===== src/rtl/seq_restoring_div_4bit.sv =====
// Sequential unsigned restoring divider: one trial subtraction per cycle through a
// ripple-borrow chain, with a start/busy/done handshake.

module seq_restoring_div_4bit_fs (
  input  logic a,
  input  logic b,
  input  logic bin,
  output logic d,
  output logic bout
);
  assign d    = a ^ b ^ bin;
  assign bout = (~a & b) | (~(a ^ b) & bin);
endmodule

module seq_restoring_div_4bit #(
  parameter int WIDTH = 4
) (
  input  logic             clk,
  input  logic             rst,
  input  logic             start,
  input  logic [WIDTH-1:0] dividend,
  input  logic [WIDTH-1:0] divisor,
  output logic             busy,
  output logic             done,
  output logic [WIDTH-1:0] quotient,
  output logic [WIDTH-1:0] remainder,
  output logic             div_by_zero
);
  localparam int CW = $clog2(WIDTH + 1);

  typedef enum logic [1:0] {IDLE, CALC, DONE} state_t;

  state_t           state;
  logic [WIDTH:0]   rem_r;
  logic [WIDTH-1:0] quo_r;
  logic [WIDTH-1:0] dvs_r;
  logic [CW-1:0]    cnt;

  logic [WIDTH:0]   rem_sh;
  logic [WIDTH:0]   sub_b;
  logic [WIDTH:0]   trial;
  logic [WIDTH+1:0] brw;
  logic [WIDTH:0]   rem_nxt;
  logic [WIDTH-1:0] quo_nxt;
  logic             unused;

  // The remainder never reaches 2^WIDTH, so the top bit of R drops out of the shift.
  assign rem_sh = {rem_r[WIDTH-1:0], quo_r[WIDTH-1]};
  assign sub_b  = {1'b0, dvs_r};
  assign brw[0] = 1'b0;
  assign unused = rem_r[WIDTH];

  generate
    for (genvar i = 0; i <= WIDTH; i++) begin : g_sub
      seq_restoring_div_4bit_fs u_fs (
        .a    (rem_sh[i]),
        .b    (sub_b[i]),
        .bin  (brw[i]),
        .d    (trial[i]),
        .bout (brw[i+1])
      );
    end
  endgenerate

  // Final borrow set: trial went negative, restore the shifted remainder.
  assign rem_nxt = brw[WIDTH+1] ? rem_sh : trial;
  assign quo_nxt = {quo_r[WIDTH-2:0], ~brw[WIDTH+1]};

  always_ff @(posedge clk) begin
    if (rst) begin
      state       <= IDLE;
      busy        <= 1'b0;
      done        <= 1'b0;
      quotient    <= '0;
      remainder   <= '0;
      div_by_zero <= 1'b0;
      cnt         <= '0;
      rem_r       <= '0;
      quo_r       <= '0;
      dvs_r       <= '0;
    end else begin
      done <= 1'b0;
      case (state)
        IDLE, DONE: begin
          state <= IDLE;
          busy  <= 1'b0;
          if (start) begin
            dvs_r <= divisor;
            if (divisor == '0) begin
              state       <= DONE;
              done        <= 1'b1;
              quotient    <= '1;
              remainder   <= dividend;
              div_by_zero <= 1'b1;
            end else begin
              state <= CALC;
              busy  <= 1'b1;
              rem_r <= '0;
              quo_r <= dividend;
              cnt   <= CW'(WIDTH);
            end
          end
        end
        CALC: begin
          rem_r <= rem_nxt;
          quo_r <= quo_nxt;
          cnt   <= cnt - CW'(1);
          if (cnt == CW'(1)) begin
            state       <= DONE;
            busy        <= 1'b0;
            done        <= 1'b1;
            quotient    <= quo_nxt;
            remainder   <= rem_nxt[WIDTH-1:0];
            div_by_zero <= 1'b0;
          end
        end
        default: state <= IDLE;
      endcase
    end
  end
endmodule


===== config.mk =====
export PLATFORM = sky130hd
export DESIGN_NAME = seq_restoring_div_4bit
export DESIGN_NICKNAME = d
export VERILOG_FILES = /design/src/rtl/seq_restoring_div_4bit.sv
export SDC_FILE = /design/constraint.sdc
export NUM_CORES = 1
export LEC_CHECK = 0
export ABC_AREA = 0
export BUFFER_PORTS_ARGS = -buffer_cell sky130_fd_sc_hd__clkbuf_2
export CORE_MARGIN = 2
export CORE_UTILIZATION = 30
export DETAILED_ROUTE_END_ITERATION = 10
export PLACE_DENSITY = 0.55
export SYNTH_ARGS = -nofsm -noshare
export SYNTH_HDL_FRONTEND = slang
export SYNTH_SLANG_ARGS = --single-unit

===== constraint.sdc =====
create_clock -name clk -period 3.3 [get_ports clk]
set_input_delay 0.99 -clock clk [delete_from_list [all_inputs] [get_ports clk]]
set_output_delay 0.99 -clock clk [all_outputs]
set_load 0.005 [all_outputs]

# Word-level counts from Yosys, hierarchy flattened
# Index checks and enable logic that the tools add are counted.
# word_totals
regBits	28
latchBits	0
rom_bits	0
output_inout_bits	11
n_memories	0
mem_bits_rw	0
inputBits	11
elab_cells	86
# op_classes
magnitude_cmp	0
div_mod_pow	0
muxes	33
mul	0
n_bitwise	27
shifts	0
eq_ne	7
add_sub_neg	1
n_reduce_logical	8
# op_table
operator	n
4-bit 2-to-1 mux	11
4-bit case mux with 2 select lines	4
1-bit inverter	9
1-bit bitwise AND	8
1-bit 2-to-1 mux	8
2-bit != test (second input constant)	4
1-bit bitwise XOR	7
2-bit 2-to-1 mux	3
3-bit 2-to-1 mux	2
1-bit case mux with 2 select lines	3
3-bit case mux with 2 select lines	1
4-bit zero test	1
2-bit case mux with 2 select lines	1
2-bit AND reduction	2
4-bit AND reduction	1
3-bit by 1-bit equality test with 1-bit output (second input constant)	1
1-bit OR	3
3-bit AND reduction	1
3-bit by 1-bit subtractor with 3-bit output (second input constant)	1
2-bit by 1-bit equality test with 1-bit output (second input constant)	1
2-bit equality test (second input constant)	1
2-bit zero test	1
2-bit nonzero test	1
2-bit OR reduction	1

# Logic depth before layout (Yosys ltp)
# Gate-level depths: netlist of the first run.
# depth
depth_word	12
depth_mapped	10
mapped_depth_nobuf	9

# By module
# A second synthesis of the first run with hierarchy kept.
# unflattened
cells_unflattened	163
hier_area_um2	1438.9
# modules_own_cells
module	cells_per_inst	area_per_inst_um2	instances	seq_area_each_um2
seq_restoring_div_4bit	143	1282.5	1	560.5
seq_restoring_div_4bit_fs	4	31.3	5	0.0

# Worst setup path before layout of the first run
# OpenSTA, ideal clock, no wires.
# synth_path
kind	reg2reg
from	reg quo_r[3]
to	reg remainder[2]
synth_period_minus_slack_ns	2.621
path_slack_ns	0.679
setup_ns	0.091
t_arrival_ns	2.530
path_buffers	1
required_time_ns	3.209
stages_incl_launch_ff	10
path_cell_list	dfxtp_1 > inv_1 > ha_1 > fa_1 > fa_1 > fa_1 > nand2b_1 > buf_1 > o211ai_1 > a311oi_1
# synth_between
elab_chain_cells	12
word_cells_on_any_way	13
classes_between	mux (3); bitwise (10)
# synth_lines
item	line_no	rtl
from (decl)	35	logic [WIDTH-1:0] quo_r;
from (signal assigned)	99	quo_r <= dividend;
from (signal assigned)	106	quo_r <= quo_nxt;
1-bit inverter *	12	assign bout = (~a & b) | (~(a ^ b) & bin);
1-bit bitwise AND * (2 in series)	12	
1-bit OR *	12	
1-bit bitwise AND	12	
1-bit OR	12	
1-bit bitwise AND	12	
1-bit OR	12	
1-bit bitwise AND	12	
4-bit 2-to-1 mux *	66	assign rem_nxt = brw[WIDTH+1] ? rem_sh : trial;
4-bit 2-to-1 mux *	108	if (cnt == CW'(1)) begin
4-bit case mux with 2 select lines *	83	case (state)
to (signal assigned)	93	remainder <= dividend;
to (signal assigned)	113	remainder <= rem_nxt[WIDTH-1:0];
to (decl)	26	output logic [WIDTH-1:0] remainder,
# Every way passes the cells marked *; elsewhere a longest branch is shown, timed or not. The select of a mux whose other input is x is not followed.
# A chain may end at the register's enable or synchronous reset.

# Worst setup path after layout of the first run
# layout_path
from	reg quo_r[3]
to	reg remainder[3]
# layout_between
elab_chain_cells	12
word_cells_on_any_way	13
classes_between	mux (3); bitwise (10)
# layout_lines
item	line_no
1-bit inverter *	12
1-bit bitwise AND * (2 in series)	12
1-bit OR *	12
1-bit bitwise AND *	12
1-bit OR *	12
1-bit bitwise AND	12
1-bit OR	12
1-bit bitwise AND	12
4-bit 2-to-1 mux *	66
4-bit 2-to-1 mux *	108
4-bit case mux with 2 select lines *	83
# Marked as above.

==> metrics, run 1 <==
Worst-Skew Late Latency 0.28 ns; Netlist Area Pre-Place 1260 µm²; H-tree lvl count 1; die width 68.8 µm; Post-Synth XOR/XNOR Area 0%; total gr overflow 0; post-CTS setup buffer count 0; Layout fillers ~430; Pwr Density 536 nW/µm²; largest net degree at the start of global routing 29; core area about 4000 µm²; fraction of layout cells with a size suffix above 1 20.1%; Crit path required time 3.49 ns; Final ANT Viol Nets 0; max-cap viol count 0; multiplexer share of the synthesized area 2.38%; Num CTS Buffers 3; # rows 23; Max Fanout on Critical Path 9; R2R cell count 8; Worst-Margin Slew between 0.5 and 0.6 ns; largest family of logic cells by synthesized area simple AND/OR/NAND/NOR gates; Synth Area in Simple Gates ~22%; status complete, no violations; worst hold margin approximately 0.46 ns; Synth area leader dfxtp_1; Placer Congestion 0.758; initial core utilization roughly 31%; Hold Fails Final Rpt 0; setup_tns 0 ns; Final period util between 80 and 90%; CP dominant cell by count fa_1; maximum buffer depth of the clock tree 2; first-pass GRT wire length 4300 µm; Vias/cell 4.74; Yosys reg bits 28; Hold Buf Count CTS 0; relative slew slack 60.1%; via count 990; synthesis-to-layout area growth 15.7%; die area about 4700 µm²; setup violators final 0; Hold Path Class flip-flop to flip-flop; fin crit period 2.73 ns; Die Span Y 68.8 µm; number of global-route vias before repair 934; startpoint types flip-flop; Clock Sinks 28; unrepaired setup endpoints after global routing no; max incr delay on CP 0.46 ns; area of the multi-input gates around 640 µm²; share of the yosys chip area belonging to registers 44.4%; final wirelength 2540 µm; # diodes 0; DRC 0; Cell variety after synth 27; Nets approximately 180; first drt pass iteration count 4; main area contributors after synthesis dfxtp_1, nor2_1, nand2_1, fa_1, a21oi_1; arrival time at the worst endpoint 2.91 ns; initial antenna violation count 0; I/O pin count 22; Leak 0.000584 µW; syn nets 160; Fmax 367 MHz; Avg Inst Size Synth 8.82 µm²; drt first-iter violations 53; Worst Clk Skew 0.00541 ns; CTS resizes 0; CP endpoint kind flip-flop; cell depth of the worst hold path 2; kind of critical path flip-flop to flip-flop; dpl hpwl ~1900 µm; post-synth top area share 44.4%; max-slew violation count 0; worst-case vdd ir drop between 200 and 300 µV; Yosys Warn Count 0; wire length per cell 12.1 µm; Sequential Area 561 µm²; Worst-path clk slew 0.09 ns; CTS tree built; GR Util All Layers 12.2%; port bufs 21; Synth Area in Adders 7.74%; Post-Syn Instances 143; compound-gate portion of the synthesized area 18.1%; Crit-path slowest cell fa_1; clock root buffer clkbuf_8; Critical Path, Cell by Cell inv_1, ha_1, fa_1, fa_1, fa_1, nand2b_1, o211ai_1, a311oi_1
[report_power, final]
part | leakage [µW] | internal, µW | switching, µW
Clock | 0.0000357 | 163 | 109
Combinational | 0.000319 | 51.7 | 78.3
Sequential | 0.000229 | 363 | 17.3
[state kept, by name, indices dropped and copies added (netlist names)]
name         flops
dvs_r            4
quo_r            4
quotient         4
rem_r            4
remainder        4
cnt              3
state            2
busy             1
div_by_zero      1
done             1
[layout make-up]
cell class                 instances  share of cell area (%)
sequential                        28                    38.4
multi-input combinational        100                    43.7
inverter                           6                    1.54
clock inverter                     1                    2.06
tap                               50                    4.29
timing repair buffer              21                    7.20
clock buffer                       3                    2.83
[cells by family after synthesis]
| kind of cell | after synthesis |
|---|---|
| adders and majority gates | 6 |
| buffers and inverters | 15 |
| DFF | 28 |
| AOI/OAI and AO/OA | 33 |
| and+or+nand+nor | 58 |
| muxes | 3 |
[path summary, 6_finish.rpt]
path / start / to / slack (ns)
hold reg to reg: rem_r[3]$_SDFFE_PP0P_ / rem_r[3]$_SDFFE_PP0P_ / 0.46
setup / recovery: quo_r[3]$_SDFFE_PP0P_ / remainder[3]$_SDFFE_PP0P_ / 0.57
setup reg to reg: quo_r[3]$_SDFFE_PP0P_ / remainder[3]$_SDFFE_PP0P_ / 0.57
hold / removal: rem_r[3]$_SDFFE_PP0P_ / rem_r[3]$_SDFFE_PP0P_ / 0.46
[Yosys cell counts]
cell / number
a211oi_1: 5
a21oi_1: 11
a21oi_2: 1
a22oi_1: 1
a311oi_1: 4
a31oi_1: 2
buf_1: 2
buf_6: 1
clkbuf_1: 6
dfxtp_1: 28
fa_1: 3
ha_1: 3
inv_1: 6
mux2i_1: 3
nand2_1: 21
nand2_4: 1
nand2b_1: 4
nand4bb_1: 1
nor2_1: 22
nor2b_1: 4
nor3_2: 3
nor4_1: 1
o211ai_1: 5
o21a_1: 1
o21ai_0: 2
o21ai_4: 1
or4_4: 1
[layout by cell type, fill, tap and decap left out, drive strengths merged]
| cell | count |
|---|---|
| dfxtp | 28 |
| clkbuf | 24 |
| nor2 | 22 |
| nand2 | 22 |
| a21oi | 12 |
| inv | 6 |
| o211ai | 5 |
| a211oi | 5 |
| nand2b | 4 |
| nor2b | 4 |
| a311oi | 4 |
| nor3 | 3 |
| mux2i | 3 |
| fa | 3 |
| ha | 3 |
| o21ai | 3 |
| a31oi | 2 |
| or4 | 1 |
| nand4bb | 1 |
| nor4 | 1 |
| a22oi | 1 |
| o21a | 1 |
| bufinv | 1 |
[per-layer routing]
layer	vias up	GRT usage [%]	routed length, µm
met5	-	0	0
met4	0	2.94	23
met3	4	4.22	149
met2	22	18.9	1060
met1	444	16.4	1310
li1	520	-	-
[worst max-delay path: cells and delay by family (launching register included)]
| kind | cells | cell delay, ns |
|---|---|---|
| AND/OR/NAND/NOR | 1 | 0.26 |
| buffers and inverters | 1 | 0.06 |
| flip-flops | 1 | 0.34 |
| AO/OA/AOI/OAI | 2 | 0.45 |
| adder cells (fa/ha/maj) | 4 | 1.54 |
[stage by stage]
| stage | std cells | util [%] | worst slack, ns | total power, µW | cell area, µm² |
|---|---|---|---|---|---|
| after floorplan | 143 | - | 0.679 | 486 | 1260 |
| after global placement | 205 | 34.4 | 0.654 | 517 | 1390 |
| after detailed placement | 205 | 34.4 | 0.565 | 521 | 1390 |
| after CTS | 209 | 36.2 | 0.528 | 793 | 1460 |
| after global routing | 209 | 36.2 | 0.402 | 829 | 1460 |
| final | 209 | 36.2 | 0.574 | 782 | 1460 |
No activity file was read; power rests on OpenSTA's default activity.
==> inputs of run 2 (changes only) <==
==> constraint.sdc (replaced) <==
create_clock -name clk -period 2.8 [get_ports clk]
set_input_delay 0.84 -clock clk [delete_from_list [all_inputs] [get_ports clk]]
set_output_delay 0.84 -clock clk [all_outputs]
set_load 0.005 [all_outputs]
==> run 2 against run 1 <==
Effect of this change: total power grew 9.4%; clock-buffer cell count grew 1; global-route usage unchanged; critical endpoint unchanged; largest cell class unchanged; highest routed layer unchanged.
==> metrics, run 2 (synthesis results as in run 1) <==
busiest grt layer met2; worst-case vdd ir drop 180 µV (-29%); CP Capture Point remainder[3]$_SDFFE_PP0P_; dpl hpwl 1900 µm (about the same); Worst Clk Skew 0.00207 ns (-0.00334 ns); largest net degree at the start of global routing 29 (unchanged); Final period util 94.2% (+12 points); total internal power 616 µW (+6.8%); max-slew violation count 0 (unchanged); GR Layer Usage met1 16.8% (+0.40 points); CTS tree built; fin util 35.9% (-0.34 points); Placer Congestion 0.758 (about the same); first drt pass iteration count 4 (unchanged); kind of critical path flip-flop to flip-flop; Final ANT Viol Nets 0 (unchanged); unrepaired setup endpoints after global routing no; Die Span Y 68.8 µm (unchanged); final wirelength 2590 µm (+2.1%); post-CTS setup buffer count 0 (unchanged); met2 GRT Util 18.3% (-0.60 points); # diodes 0 (unchanged); CP endpoint kind flip-flop; number of global-route vias before repair 935 (+0.11%); core area 4030 µm² (unchanged); CTS resizes 0 (unchanged); pre-CTS setup slack 0.0648 ns (-0.500 ns); setup_tns 0 ns (unchanged); Vias/cell 4.75 (+0.20%); H-tree lvl count 1 (unchanged); Sw Pwr 239 µW (+17%); first-pass GRT wire length 4240 µm (-1.4%); DRC 0 (unchanged); synthesis-to-layout area growth 14.6%; # rows 23 (unchanged); routing usage on met3 2.44% (-1.8 points); max-cap viol count 0 (unchanged); Switching Share 27.9% (+1.8 points); Fmax 379 MHz (+3.4%); Crit path required time 2.99 ns (-0.50 ns); worst reg2reg path endpoint remainder[3]$_SDFFE_PP0P_; relative slew slack 60.0% (-0.12 points); sequential power share 52.4% (+3.7 points); combinational power share 18.2% (+1.6 points); Hold Path Class flip-flop to flip-flop; worst reg2reg path startpoint quo_r[3]$_SDFFE_PP0P_; Clock Sinks 28 (unchanged); Pwr Density 592 nW/µm² (+10%); Leak 0.000577 µW (-1.2%); status complete, no violations; Critical Path Source quo_r[3]$_SDFFE_PP0P_; GR Util All Layers 12.2% (unchanged); worst reg2reg setup slack 0.16 ns (-0.41 ns); most frequent cells in the layout dfxtp_1, nor2_1, nand2_1, clkbuf_2, a21oi_1; setup violators final 0 (unchanged); I/O pin count 22 (unchanged); Worst-Margin Slew 0.600 ns (+0.00181 ns); wire length per cell 12.4 µm (+2.1%); Clock Power Share 29.3% (-5.4 points); initial antenna violation count 0 (unchanged); Design Power 855 µW (+9.4%); drt first-iter violations 57 (+7.5%); R2R cell count 8 (unchanged); most common cell after layout, fill and taps aside dfxtp_1; via count 992 (+0.20%); fin crit period 2.64 ns (-0.0890 ns); Hold Fails Final Rpt 0 (unchanged); initial core utilization 31.3% (unchanged); Worst-Skew Late Latency 0.27 ns (about the same); die area 4740 µm² (unchanged); port bufs 21 (unchanged); Num CTS Buffers 3 (unchanged); Worst-path clk slew 0.09 ns (about the same); Hold Buf Count CTS 0 (unchanged); die width 68.8 µm (unchanged); Final WS setup 0.163 ns (-0.411 ns); Max Fanout on Critical Path 9 (unchanged); total gr overflow 0 (unchanged); clock root buffer clkbuf_8; Nets 177 (unchanged); startpoint types flip-flop; fraction of layout cells with a size suffix above 1 20.8% (+0.63 points); arrival time at the worst endpoint 2.83 ns (-0.08 ns); maximum buffer depth of the clock tree 2 (unchanged)
## run 2: cell types whose count changed in the layout (fill, tap and decap cells not counted)
cell | previous run | this run
nand2b_1 | 4 | 3
nand2b_2 | 0 | 1
bufinv_16 | 1 | 0
clkbuf_8 | 3 | 4
## run 2: power groups by stage
| stage | Combinational, µW | Clock, µW | Sequential, µW |
|---|---|---|---|
| 3_3_place_gp | 152 | 0 | 457 |
| 6_report | 156 | 251 | 448 |
| 3_5_place_dp | 156 | 0 | 458 |
| 5_1_grt | 179 | 272 | 454 |
| 4_1_cts | 156 | 257 | 449 |
| 2_1_floorplan | 119 | 0 | 454 |
## run 2: worst min path at each step
stage | from | endpoint | depth (start not counted) | slack [ns]
floorplan | rem_r[3]$_SDFFE_PP0P_ | rem_r[3]$_SDFFE_PP0P_ | 2 | 0.43
global placement | rem_r[3]$_SDFFE_PP0P_ | rem_r[3]$_SDFFE_PP0P_ | 2 | 0.45
detailed placement | rem_r[3]$_SDFFE_PP0P_ | rem_r[3]$_SDFFE_PP0P_ | 2 | 0.45
CTS | rem_r[3]$_SDFFE_PP0P_ | rem_r[3]$_SDFFE_PP0P_ | 2 | 0.46
global route | rem_r[3]$_SDFFE_PP0P_ | rem_r[3]$_SDFFE_PP0P_ | 2 | 0.50
finish | rem_r[3]$_SDFFE_PP0P_ | rem_r[3]$_SDFFE_PP0P_ | 2 | 0.47
## run 2: critical path: stages (launching register included)
cell,delay (ns)
dfxtp_1,0.34
inv_1,0.06
ha_1,0.20
fa_1,0.45
fa_1,0.46
fa_1,0.45
nand2b_2,0.17
o211ai_1,0.13
a311oi_1,0.29
## run 2: through the flow
stage / hold slack [ns] / cell area, µm² / cells
after detailed placement: 0.449 / 1390 / 205
after floorplan: 0.431 / 1260 / 143
after global routing: 0.505 / 1450 / 209
final: 0.467 / 1450 / 209
after CTS: 0.464 / 1440 / 209
after global placement: 0.452 / 1390 / 205
## run 2: layout make-up
| cell class | instances | area [µm²] |
|---|---|---|
| multi-input cells | 100 | 639 |
| repair buffers | 21 | 105 |
| flip-flops and latches | 28 | 561 |
| inverters | 6 | 22.5 |
| fillers | 433 | 2580 |
| well taps | 50 | 62.6 |
| clock buffers | 4 | 55.1 |
## run 2: per-layer routing
metal  vias up  wire length, µm
met5         -                0
met3         5              130
met4         0               47
met1       441             1360
li1        518                -
met2        28             1050
